===== config.mk =====
export PLATFORM = sky130hd
export DESIGN_NAME = car_detect
export DESIGN_NICKNAME = d
export VERILOG_FILES = /design/src/rtl/car_detect.sv
export SDC_FILE = /design/constraint.sdc
export NUM_CORES = 1
export LEC_CHECK = 0
export BUFFER_PORTS_ARGS = -buffer_cell sky130_fd_sc_hd__buf_2
export CAP_MARGIN = 30
export CELL_PAD_IN_SITES_DETAIL_PLACEMENT = 0
export CELL_PAD_IN_SITES_GLOBAL_PLACEMENT = 1
export CORE_AREA = 8 8 45 47
export DETAILED_ROUTE_END_ITERATION = 7
export DIE_AREA = 0 0 53 55
export GPL_TIMING_DRIVEN = 0
export PLACE_DENSITY = 0.62
export SYNTH_ARGS = -nofsm -noshare
export SYNTH_HDL_FRONTEND = slang
export SYNTH_SLANG_ARGS = --single-unit

===== constraint.sdc =====
create_clock -name clock -period 1.2 [get_ports clock]
set_input_delay 0.12 -clock clock [delete_from_list [all_inputs] [get_ports clock]]
set_output_delay 0.12 -clock clock [all_outputs]
set_load 0.01 [all_outputs]

===== src/rtl/car_detect.sv =====
// car_detect: conditions the east-west and north-south loop detectors for the
// light controller. Each direction runs an identical, independent channel:
// two-flop synchronizer -> debounce filter -> arrival edge detect -> pending
// service request. The request is raised on an arrival and dropped once the
// direction has been green while the loop reads empty.
// Optional build macro CAR_DETECT_STATS_EN adds saturating 8-bit arrival
// counters on EWCount / NSCount.

module car_detect #(
    parameter int DEBOUNCE = 4
) (
    input  logic       clock,
    input  logic       reset_n,
    input  logic       EWSense,
    input  logic       NSSense,
    input  logic       EWLite,
    input  logic       NSLite,
    output logic       EWCar,
    output logic       NSCar
`ifdef CAR_DETECT_STATS_EN
    ,
    output logic [7:0] EWCount,
    output logic [7:0] NSCount
`endif
);

    // Debounce counter only has to reach DEBOUNCE-1 before it clears.
    localparam int             CW       = $clog2(DEBOUNCE);
    localparam logic [CW-1:0]  CNT_LAST = CW'(DEBOUNCE - 1);

    // Channel 0 is east-west, channel 1 is north-south.
    logic [1:0] sense;
    logic [1:0] lite;
    logic [1:0] car;

    assign sense = {NSSense, EWSense};
    assign lite  = {NSLite,  EWLite};

    assign EWCar = car[0];
    assign NSCar = car[1];

`ifdef CAR_DETECT_STATS_EN
    logic [7:0] count_all [2];

    assign EWCount = count_all[0];
    assign NSCount = count_all[1];
`endif

    for (genvar g = 0; g < 2; g++) begin : g_chan
        logic          sync_p0;
        logic          sync_p1;
        logic          filt_p2;
        logic          filt_p3;
        logic [CW-1:0] cnt_p2;
        logic          pend;
        logic          arrive;
        logic          served;

        // Two-flop synchronizer for the detector, which is asynchronous to clock.
        always_ff @(posedge clock or negedge reset_n) begin
            if (!reset_n) begin
                sync_p0 <= 1'b0;
                sync_p1 <= 1'b0;
            end else begin
                sync_p0 <= sense[g];
                sync_p1 <= sync_p0;
            end
        end

        // Filtered level flips only after DEBOUNCE consecutive disagreeing samples.
        always_ff @(posedge clock or negedge reset_n) begin
            if (!reset_n) begin
                cnt_p2  <= '0;
                filt_p2 <= 1'b0;
            end else if (sync_p1 == filt_p2) begin
                cnt_p2  <= '0;
            end else if (cnt_p2 == CNT_LAST) begin
                cnt_p2  <= '0;
                filt_p2 <= ~filt_p2;
            end else begin
                cnt_p2  <= cnt_p2 + 1'b1;
            end
        end

        // A rising filtered level is an arrival; green with an empty loop means
        // the car has been served and left. A car sitting on green keeps its
        // request because served needs the loop to read empty.
        assign arrive = filt_p2 & ~filt_p3;
        assign served = lite[g] & ~filt_p2;

        // Edge-detect history plus the pending request; an arrival beats a clear.
        always_ff @(posedge clock or negedge reset_n) begin
            if (!reset_n) begin
                filt_p3 <= 1'b0;
                pend    <= 1'b0;
            end else begin
                filt_p3 <= filt_p2;
                if (arrive) begin
                    pend <= 1'b1;
                end else if (served) begin
                    pend <= 1'b0;
                end
            end
        end

        assign car[g] = pend;

`ifdef CAR_DETECT_STATS_EN
        logic [7:0] count;

        // Arrival counter that sticks at 255 instead of wrapping.
        always_ff @(posedge clock or negedge reset_n) begin
            if (!reset_n) begin
                count <= 8'd0;
            end else if (arrive && (count != 8'hFF)) begin
                count <= count + 8'd1;
            end
        end

        assign count_all[g] = count;
`endif
    end

endmodule


; Word level (Yosys, flattened, before mapping)
; Cells that the tools add are included.
[totals]
regBits = 14
latch_bits = 0
ramBits = 0
rom_bits = 0
inputBits = 6
output_inout_bits = 2
word_cells = 40
memories = 0
[classes]
addsub = 2
n_mul = 0
n_div = 0
magnitude_cmp = 0
n_eq_ne = 4
n_shift = 0
muxes = 8
bitwise_logic = 10
n_reduce_logical = 4
[ops]
columns = operator, n
row1 = $mux W2, 4
row2 = $not A1 Y1, 6
row3 = $add A2 B1 Y2 const B, 2
row4 = $and A1 B1 Y1, 4
row5 = $eq A2 B2 Y1 const B, 2
row6 = $mux W1, 4
row7 = $reduce_and A2 Y1, 2
row8 = $reduce_bool A2 Y1, 2
row9 = $eq A1 B1 Y1, 2

; Longest topological paths before layout
[logic_depth]
word_depth = 4
depth_mapped = 2
mapped_depth_nobuf = 2

; Worst setup path after synthesis
; Ideal clock, no wire load.
[synth_timing]
kind = register to register
startpoint = register g_chan[0].cnt_p2[0]
endpoint = register g_chan[0].filt_p2
setup_ns = 0.128
arrival_ns = 0.885
required_ns = 1.072
slack_ns = 0.187
stages_incl_launch_ff = 3
n_path_buf = 0
synth_period_minus_slack_ns = 1.013
cell_sequence = dfrtp_1 -> ha_1 -> mux2_1
[synth_via]
elab_chain_len = 2
[synth_rtl]
columns = item, line_no
row1 = "start, declared", 54  ; logic [CW-1:0] cnt_p2;
row2 = "start signal, assigned", 81  ; cnt_p2 <= cnt_p2 + 1'b1;
row3 = $eq A2 B2 Y1, 77  ; end else if (cnt_p2 == CNT_LAST) begin
row4 = $reduce_and A2 Y1 (no source line), n/a
row5 = "end signal, assigned", 79  ; filt_p2 <= ~filt_p2;
row6 = "end, declared", 52  ; logic filt_p2;
; Every way passes these cells.
; A chain may end at the register's enable or synchronous reset.

; Final worst setup path
; Ends and elaborated chain as after synthesis.

==> flow_metrics.py <==
metrics = {
    "worst_hold_path": {
        "hold_depth": 3,
        "min_path_type": "in2reg",
    },
    "sta": {
        "clock_skew_ns": 0.000380,
        "fin_crit_sh": 0.887,
        "max_slew_margin": 0.795,
        "finalHoldViolations": 0,
        "fmax_mhz": 940,
        "period_minus_slack_ns": 1.06,
        "fin_setup_tns_ns": 0,
        "slew_viol_final": 0,
        "rsz0062_at_grt": "false",
        "post-route-worst-setup-slack_ns": 0.136,
        "tightest_slew_ns": 0.307,
        "finalSetupViolCount": 0,
    },
    "power": {
        "p_per_area_nw_per_um2": 2210,
        "worst_ir_drop_vdd_mv": 0.891,
        "p_leak_nw": 0.292,
    },
    "logic_synthesis": {
        "synth-seq-area-share": 0.725,
        "yosys.cell_types.count": 12,
        "ys_seq_elements": 14,
        "syn-num-nets": 38,
        "synth_area_um2": 483,
        "syn_area_per_cell_um2": 16.1,
        "synth_cells": 30,
        "synth_warnings": 0,
        "synth_largest_area_cell": "dfrtp_1",
        "synth.top_cell.area_share": 0.725,
        "ys_top_cells_by_area": "dfrtp_1 73%, ha_1 5.2%, mux2_1 4.7%, a22o_1 3.6%, nand2b_1 2.6%",
    },
    "layout": {
        "num-fill-cells": 126,
        "area_delta_synth_final_pct": 22.3,
        "ff_latch_area_um2": 350,
        "mostFrequentLayoutCells": "14 x dfrtp_1, 7 x buf_2, 3 x clkbuf_4, 3 x dlygate4sd3_1",
        "mostFrequentLayoutCell": "dfrtp_1",
        "multi_input_area_um2": 125,
        "antenna_cells": 0,
        "final_nets": 53,
        "drive_gt1_frac": 0.256,
    },
    "worst_setup_path": {
        "critPathLaunchType": "register",
        "reg2reg_depth": 2,
        "cp-endpoint": "g_chan[0].filt_p2",
        "crit_slowest_cell": "dfrtp_1",
        "required_ns": 1.36,
        "path_cells": "ha_1 > mux2_1",
        "cp_max_fo": 2,
        "path_class": "reg2reg",
        "reg2reg_to": "g_chan[0].filt_p2",
        "cp_slowest_stage_delay_ns": 0.40,
        "r2r-start": "g_chan[0].cnt_p2[0]",
        "startpoint": "g_chan[0].cnt_p2[0]",
        "r2r_slack_ns": 0.14,
        "worst_setup_path_end_kind": "register",
        "cp_data_arrival_time_ns": 1.22,
    },
    "drt": {
        "vias": 262,
        "via_per_inst": 4.44,
        "drt-pass1-iter-count": 3,
        "drt_iter0_markers": 1,
        "routedWlPerCell_um": 12.2,
        "drc_errors": 0,
        "wirelength_um": 721,
        "drt.antenna.violating_nets": 0,
    },
    "outcome": {
        "status": "complete, no violations",
    },
    "floorplan": {
        "dieHeight_um": 55,
        "die_w_um": 53,
        "fp.dieArea_um2": 2920,
        "start_util": 0.349,
        "core-area_um2": 1380,
        "rows": 14,
        "pin_count": 8,
    },
    "cts": {
        "cts_max_level": 1,
        "clock_latency_ns": 0.27,
        "clk_path_buf_depth": 2,
        "cts_sinks": 14,
        "cts_made_buffers": 3,
        "clkTransAtPathRegs_ns": 0.08,
        "root_buffer": "clkbuf_4",
        "postCtsSetupRepairBufs": 0,
        "cts_tree": "done",
    },
    "placement": {
        "dpl.hpwl_um": 518,
        "io_buffers": 7,
        "dp_slack_ns": 0.139,
        "place_congestion": 0.616,
    },
    "run": {
        "drv_cap": 0,
    },
    "global_routing": {
        "overflow": 0,
        "grt_pass1_wl_um": 1150,
        "grt_pass1_vias": 274,
        "grt_max_degree": 15,
        "grt_usage": 0.0565,
        "antenna_found_initial": 0,
    },
}
## synthesized netlist by cell type
library cell	number
a22o_1	2
and2_1	1
dfrtp_1	14
ha_1	2
inv_1	2
mux2_1	2
nand2b_1	2
nor2b_1	1
nor3_1	1
nor3b_2	1
xnor2_1	1
xor2_1	1
## worst max-delay path, delay by kind of cell, from the launching register on
family,cells,cell delay (ns)
DFF,1,0.40
muxes,1,0.32
adders and majority gates,1,0.23
## routing by layer
layer / vias to the layer above / track usage / wire length, um
met4: 0 / 0.0517 / 0
li1: 126 / - / -
met3: 0 / 0.0455 / 93
met2: 8 / 0.0645 / 278
met1: 128 / 0.0632 / 350
met5: - / 0 / 0
## state kept, by name (all words and copies together) (netlist names)
signal	flops
g_chan.sync_p0	2
g_chan.filt_p3	2
NSCar	1
g_chan.sync_p1	2
g_chan.cnt_p2	4
g_chan.filt_p2	2
EWCar	1
## where the power goes
| part | internal, mW | switching (mW) | total, mW |
|---|---|---|---|
| clock | 0.116 | 0.137 | 0.253 |
| combinational | 0.182 | 0.130 | 0.312 |
| sequential | 0.636 | 0.102 | 0.738 |
## stage by stage
stage	hold slack [ns]	cell area, um2	util	power (mW)	cells
final	0.137	591	0.427	1.30	59
after CTS	0.128	591	0.427	1.32	59
after floorplan	-0.176	483	-	0.941	30
after global routing	0.160	591	0.427	1.39	59
after detailed placement	0.0313	538	0.389	1.06	53
after global placement	0.0145	538	0.389	1.02	53
## cell type report
type                            count  share of cell area
Sequential cell                    14               0.593
Clock buffer                        3              0.0381
Inverter                            2              0.0127
Multi-Input combinational cell     14               0.212
Timing Repair Buffer               10               0.110
Tap cell                           16              0.0339
## worst min-delay path by stage
stage,from,slack [ns],to
global placement,reset_n,0.01,NSCar
CTS,EWLite,0.13,EWCar
global route,EWLite,0.16,EWCar
detailed placement,reset_n,0.03,g_chan[1].filt_p3
finish,EWLite,0.14,EWCar
floorplan,reset_n,-0.18,EWCar
## what timing repair did
| action | 4_1_cts | 5_1_grt |
|---|---|---|
| gates resized for setup | 0 | 0 |
| hold endpoints to repair | 16 | 0 |
| endpoints found under the setup margin | 0 | 0 |
| hold buffers | 3 | 0 |
## logic make-up (layout without fill, tap and decap cells)
kind of cell | count (synthesis) | in the layout | synth area share
DFF | 14 | 14 | 0.725
and+or+nand+nor | 6 | 6 | 0.0881
AOI/OAI and AO/OA | 2 | 2 | 0.0363
muxes | 2 | 2 | 0.0466
xor gates and xnor gates | 2 | 2 | 0.0363
buffers and inverters | 2 | 15 | 0.0155
adders and majority gates | 2 | 2 | 0.0518
Power figures use the tool's default switching activity.
